## src/rtl/deint_seq_ctrl.sv

```systemverilog
// Serial decimating sequencer: collects one interpolated symbol, keeps every
// INT_FACTOR-th sample from a programmable phase, then drains the kept samples
// as a valid/ready stream with a last-beat marker.
module deint_seq_ctrl #(
  parameter int DATA_WIDTH    = 16,
  parameter int TOTAL_SAMPLES = 16,
  parameter int INT_SAMPLES   = 128,
  parameter int INT_FACTOR    = INT_SAMPLES / TOTAL_SAMPLES,
  parameter int PW            = (INT_FACTOR > 1) ? $clog2(INT_FACTOR) : 1
) (
  input  logic                         i_clk,
  input  logic                         i_rst_n,
  input  logic                         i_start,
  input  logic [PW-1:0]                i_phase,
  input  logic                         i_valid,
  input  logic signed [DATA_WIDTH-1:0] i_re,
  input  logic signed [DATA_WIDTH-1:0] i_im,
  output logic                         o_ready,
  output logic                         o_valid,
  output logic signed [DATA_WIDTH-1:0] o_re,
  output logic signed [DATA_WIDTH-1:0] o_im,
  output logic                         o_last,
  input  logic                         i_ready,
  output logic                         o_busy,
  output logic                         o_done,
  output logic                         o_err
);

  localparam int CW = (INT_SAMPLES > 1) ? $clog2(INT_SAMPLES) : 1;
  localparam int IW = (TOTAL_SAMPLES > 1) ? $clog2(TOTAL_SAMPLES) : 1;
  localparam logic [CW-1:0] LastIn  = CW'(INT_SAMPLES - 1);
  localparam logic [IW-1:0] LastOut = IW'(TOTAL_SAMPLES - 1);
  localparam logic [PW-1:0] LastSub = PW'(INT_FACTOR - 1);

  typedef enum logic [1:0] {StIdle, StCollect, StDrain} state_e;

  state_e                         r_state, w_state_d;
  logic [CW-1:0]                  r_in_cnt;
  logic [PW-1:0]                  r_sub;    // in_cnt mod INT_FACTOR, tracked incrementally
  logic [PW-1:0]                  r_phase;
  logic [IW-1:0]                  r_wr_idx, r_rd_idx;
  logic signed [DATA_WIDTH-1:0]   r_buf_re [TOTAL_SAMPLES];
  logic signed [DATA_WIDTH-1:0]   r_buf_im [TOTAL_SAMPLES];
  logic                           r_done, r_err;

  logic w_beat, w_xfer, w_keep, w_out_last;

  assign w_beat     = (r_state == StCollect) && i_valid;
  assign w_xfer     = (r_state == StDrain) && i_ready;
  assign w_keep     = (r_sub == r_phase);
  assign w_out_last = (r_rd_idx == LastOut);

  // State register.
  always_ff @(posedge i_clk or negedge i_rst_n) begin
    if (!i_rst_n) r_state <= StIdle;
    else          r_state <= w_state_d;
  end

  // Next-state and handshake outputs.
  always_comb begin
    w_state_d = r_state;
    o_ready   = 1'b0;
    o_valid   = 1'b0;
    unique case (r_state)
      StIdle: begin
        if (i_start) w_state_d = StCollect;
      end
      StCollect: begin
        o_ready = 1'b1;
        if (i_valid && (r_in_cnt == LastIn)) w_state_d = StDrain;
      end
      StDrain: begin
        o_valid = 1'b1;
        if (i_ready && w_out_last) w_state_d = StIdle;
      end
      default: w_state_d = StIdle;
    endcase
  end

  // Counters, phase latch, sample buffer and one-cycle status pulses.
  always_ff @(posedge i_clk or negedge i_rst_n) begin
    if (!i_rst_n) begin
      r_in_cnt <= '0;
      r_sub    <= '0;
      r_phase  <= '0;
      r_wr_idx <= '0;
      r_rd_idx <= '0;
      r_done   <= 1'b0;
      r_err    <= 1'b0;
      for (int k = 0; k < TOTAL_SAMPLES; k++) begin
        r_buf_re[k] <= '0;
        r_buf_im[k] <= '0;
      end
    end else begin
      r_done <= w_xfer && w_out_last;
      r_err  <= i_start && (r_state != StIdle);
      if ((r_state == StIdle) && i_start) begin
        r_phase  <= (INT_FACTOR == 1) ? '0 : i_phase;
        r_in_cnt <= '0;
        r_sub    <= '0;
        r_wr_idx <= '0;
        r_rd_idx <= '0;
      end
      if (w_beat) begin
        r_in_cnt <= r_in_cnt + 1'b1;
        r_sub    <= (r_sub == LastSub) ? '0 : r_sub + 1'b1;
        if (w_keep) begin
          r_buf_re[r_wr_idx] <= i_re;
          r_buf_im[r_wr_idx] <= i_im;
          r_wr_idx <= (r_wr_idx == LastOut) ? '0 : r_wr_idx + 1'b1;
        end
      end
      if (w_xfer) r_rd_idx <= w_out_last ? '0 : r_rd_idx + 1'b1;
    end
  end

  // Data is forced to zero outside DRAIN so idle cycles carry no stale samples.
  assign o_re   = (r_state == StDrain) ? r_buf_re[r_rd_idx] : '0;
  assign o_im   = (r_state == StDrain) ? r_buf_im[r_rd_idx] : '0;
  assign o_last = (r_state == StDrain) && w_out_last;
  assign o_busy = (r_state != StIdle);
  assign o_done = r_done;
  assign o_err  = r_err;

endmodule

```

## config.mk

```make
export PLATFORM = sky130hd
export DESIGN_NAME = deint_seq_ctrl
export DESIGN_NICKNAME = d
export VERILOG_FILES = /design/src/rtl/deint_seq_ctrl.sv
export SDC_FILE = /design/constraint.sdc
export NUM_CORES = 1
export LEC_CHECK = 0
export BUFFER_PORTS_ARGS = -buffer_cell sky130_fd_sc_hd__buf_2
export CORE_MARGIN = 2
export CORE_UTILIZATION = 25
export CTS_CLUSTER_SIZE = 30
export DETAILED_ROUTE_END_ITERATION = 12
export PLACE_DENSITY = 0.4
export SLEW_MARGIN = 0
export SYNTH_ARGS = -nofsm -noshare
export SYNTH_HDL_FRONTEND = slang
export SYNTH_SLANG_ARGS = --single-unit
```

## constraint.sdc

```tcl
create_clock -name i_clk -period 4.8 [get_ports i_clk]
set_input_delay 0.24 -clock i_clk [delete_from_list [all_inputs] [get_ports i_clk]]
set_output_delay 0.24 -clock i_clk [all_outputs]
set_load 0.02 [all_outputs]
```

Word-level counts from Yosys, hierarchy flattened
Cells that the tools add are included.
Word-level totals
  logic and storage cells: 104
  register bits: 537
  input bits: 40
  output and inout bits: 38
Cells by class
  multiplexer cells: 30
  order comparisons: 3
  $add $sub $neg: 4
  reductions and logical operators: 15
  bitwise logic cells: 2
  equal/unequal tests: 10
Operator list (count)
  $bwmux 256: 2
  $bmux 16 s4: 2
  $mux 16: 7
  $demux 16 s4: 1
  $mux 4: 7
  $mux 7: 2
  $ge 5x5->1 const B: 2
  $not 4->5: 2
  $logic_and 1x1->1: 9
  $mux 3: 3
  $add 4x1->4 const B: 2
  $eq 4x4->1 const B: 2
  $add 7x1->7 const B: 1
  $eq 7x7->1 const B: 1
  $mux 2: 3
  $pmux 2 s3: 1
  $reduce_bool 2->1: 3
  $lt 5x1->1 const B: 1
  $ne 2x1->1 const B: 2
  $add 3x1->3 const B: 1
  $eq 3x3->1: 1
  $eq 3x3->1 const B: 1
  $reduce_and 3->1: 1
  $eq 2x1->1 const B: 1
  5 further kinds: 6

Logic depth before layout (Yosys ltp)
  depth in word-level cells: 6
  mapped depth: 7
  depth with buffers taken out: 5

Worst setup path after synthesis
No wires, ideal clock.
  kind: register -> output
  start: reg r_rd_idx[0]
  end: out o_re[11]
  arrival time: 1.865 ns
  buffers on the path: 3
  required time: 4.560 ns
  path slack: 2.695 ns
  stages on the path, launching flop included: 8
  path through: dfrtp_1 -> clkbuf_1 -> clkbuf_1 -> buf_2 -> mux2i_1 -> a22oi_1 -> nand2_1 -> o21ai_0
On the way
  longest elaborated chain between the ends: 5
RTL lines
  from (decl): RTL line 41  | logic [IW-1:0] r_wr_idx, r_rd_idx;
  from (signal assigned): RTL line 113  | if (w_xfer) r_rd_idx <= w_out_last ? '0 : r_rd_idx + 1'b1;
  $not 4->5 (not written as such): RTL line 118  | assign o_re = (r_state == StDrain) ? r_buf_re[r_rd_idx] : '0;
  $bmux 16 s4: RTL line 118
  $mux 16 (not written as such) (2 in series): RTL line 118
  $mux 16: RTL line 118
  to (decl): RTL line 20  | output logic signed [DATA_WIDTH-1:0] o_re,
No other way between the ends. The select of a mux whose other input is x is not followed.

Worst setup path in the final report
  start: reg r_rd_idx[2]
  end: out o_re[14]
Same word-level chain as after synthesis.

==> flow_metrics.env <==
export IMPL_status="finished clean"
export IMPL_initial_utilization_pct=25.2
export IMPL_finalCritPeriodShare_pct=73.2
export IMPL_drc=0
export IMPL_final_common_cell="dfrtp_1"
export IMPL_critPathMaxFanout=24
export IMPL_yosysTopAreaCellShare_pct=54.3
export IMPL_arrival_ns=3.27
export IMPL_crit_path_top_delay_cell="nor2b_4"
export IMPL_drt_iter0_markers=903
export IMPL_ant_nets=0
export IMPL_post_route_min_period_ns=3.51
export IMPL_grt_pass1_vias=16300
export IMPL_hold_class="in -> reg"
export IMPL_hpwlAfterDp_mm=42.0
export IMPL_worst_setup_path_end_kind="output pin"
export IMPL_final_area_um2=28700
export IMPL_wl_per_cell_um=23.0
export IMPL_cts_htree_levels=3
export IMPL_cts_inserted_buffers=66
export IMPL_clockBufferDepth=3
export IMPL_ctsRootBufferMaster="clkbuf_16"
export IMPL_start_kind="flop"
export IMPL_ys_warn_count=0
export IMPL_max_cap_violations=0
export IMPL_synth_area_top_cells="dfrtp_1, mux2_2, mux2i_1"
export IMPL_layout_common_cells="dfrtp_1, mux2_2, mux2i_1"
export IMPL_cp_required_ns=4.56
export IMPL_cp_cell_sequence="nor2b_4 > buf_4 > a22oi_1 > nand3_1 > o21ai_0 > buf_2"
export IMPL_fin_total_pwr_w=0.0123
export IMPL_p_per_area_nw_per_um2=429
export IMPL_relSlewSlack_pct=17.3
export IMPL_place_area_um2=26500
export IMPL_insertion_delay_ns=0.62
export IMPL_drt_total_wl_mm=72.9
export IMPL_synthCells=1804
export IMPL_fin_skew_ns=0.0260
export IMPL_cp_buffers_inverters=2
export IMPL_die_w_um=319
export IMPL_max_freq_ghz=0.285
export IMPL_place_congestion=0.694
export IMPL_p_leak_nw=13.0
export IMPL_io_pins=78
export IMPL_vdd_drop_max_mv=0.211
export IMPL_crit_family="simple AND/OR/NAND/NOR gates"
export IMPL_tns_ns=0
export IMPL_synth_nets=1852
export IMPL_synth_edff_count=0
export IMPL_first_pass_iters=5
export IMPL_vias=15100
export IMPL_dp_slack_ns=1.82
export IMPL_drive_gt1_share_pct=38.8
export IMPL_fin_hold_ws_ns=0.0316
export IMPL_avgViaCountPerCell=4.75
export IMPL_grt_ovfl_total=0
export IMPL_ys_seq_elements=537
export IMPL_syn_to_final_growth_pct=15.7
export IMPL_rows=115
export IMPL_grt_use_total_pct=14.4
export IMPL_criticalPathCategory="reg -> out"
export IMPL_drv_slew=0
export IMPL_ys_async_sr_fraction_pct=100
export IMPL_hold_viol=0
export IMPL_syn_cell_area_um2=24800
export IMPL_fillers=9859
export IMPL_grt_pass1_wl_mm=110
export IMPL_die_y_um=319
export IMPL_antenna_found_initial=4
export IMPL_fin_nets=1888
export IMPL_setup_slack_ns=1.29
export IMPL_port_buffers=77
export IMPL_grt_max_degree=119
export IMPL_slowest_delay_ns=0.93
export IMPL_synth_seq_area_share_pct=54.3
export IMPL_die_area_um2=102000
export IMPL_grt_setup_unrepaired="no"
export IMPL_synth_avg_cell_area_um2=13.7
export IMPL_synth_flop_cell="dfrtp_1"
export IMPL_worstMarginPinSlew_ns=1.24
export IMPL_clk_transition_reported_paths_ns=0.06
export IMPL_finalSetupViolCount=0
export IMPL_synth_top_area_cell="dfrtp_1"
export IMPL_synthDistinctLibCells=40
export IMPL_core_area_um2=98300
export IMPL_cts_tree="done"
export IMPL_cts_sink_count=537
Yosys cell counts, types with 4 or more instances:
| cell | instances |
|---|---|
| o31ai_1 | 5 |
| buf_4 | 21 |
| o21ai_0 | 44 |
| buf_2 | 41 |
| ha_1 | 8 |
| buf_6 | 11 |
| xor2_1 | 4 |
| nand2_1 | 55 |
| mux2_1 | 22 |
| a22o_1 | 4 |
| nor2_1 | 12 |
| a22oi_1 | 128 |
| dfrtp_1 | 537 |
| nor2b_1 | 4 |
| mux2i_1 | 257 |
| and4_1 | 4 |
| and3_1 | 6 |
| clkbuf_1 | 68 |
| inv_1 | 4 |
| mux2_2 | 490 |
| nand3_1 | 45 |
| buf_1 | 9 |
per-layer routing:
layer / up-vias / global-route usage [%] / share of wire [%]
met2: 236 / 23.2 / 47
li1: 6688 / - / -
met4: 4 / 4.41 / 2.7
met1: 8028 / 19.7 / 48
met5: - / 0 / 0.030
met3: 120 / 2.25 / 3.1
final timing paths:
path	startpoint	cells after the start	endpoint	slack, ns
max	r_rd_idx[2]	6	o_re[14]	1.29
min	i_valid	3	r_sub[0]	0.03
max reg2reg	r_sub[1]	6	r_buf_im[1]	1.87
min reg2reg	r_buf_im[17]	1	r_buf_im[17]	0.48
max in group asynchronous	i_rst_n	3	r_buf_re[135]	3.22
min in group asynchronous	i_rst_n	2	r_buf_im[242]	0.28
state kept, by name, summed over array words and instances (netlist names):
| signal | flops |
|---|---|
| r_state | 2 |
| r_in_cnt | 7 |
| r_sub | 3 |
| o_err | 1 |
| r_rd_idx | 4 |
| r_buf_re | 256 |
| r_wr_idx | 4 |
| r_phase | 3 |
| r_buf_im | 256 |
| o_done | 1 |
cell families after synthesis:
logic type	share of synthesized area (%)
mux	33.7
flops	54.3
simple gates	3.04
compound gates	5.24
fa+ha+maj	0.404
buf+inv	3.25
xor+xnor	0.141
power by group:
group	internal [W]	switching [W]	total (W)
clock	0.00289	0.00205	0.00494
combinational	0.000967	0.00119	0.00216
sequential	0.00494	0.000263	0.00520
worst reg2reg max path, delay by kind of cell (launching register included):
family | cells | cell delay, ns
muxes | 1 | 0.35
buffers and inverters | 2 | 0.69
DFF | 1 | 0.41
xor gates and xnor gates | 1 | 0.18
and+or+nand+nor | 2 | 1.20
area by class of cell:
type,count,area [µm²],share of cell area (%)
well taps,1287,1610,5.62
repair buffers,121,866,3.02
multi-input cells,1110,10600,37.0
clock buffers,94,1900,6.62
inverters,4,15.0,0.0524
clock inverters,19,234,0.816
diodes,1,2.50,0.00873
flip-flops and latches,537,13400,46.9
timing repair:
item / in CTS / in global routing
setup endpoints to repair: 0 / 0
buffers inserted: 0 / 0
endpoints found under the hold margin: 106 / 0
hold buffers: 6 / 0
gates resized for setup: 0 / 0
stage by stage:
step	util [%]	cells
after floorplan	-	1804
final	29.2	3173
after CTS	29.2	3172
after global placement	26.9	3053
after detailed placement	26.9	3053
after global routing	29.2	3172
(Power assumes the default switching activity.)
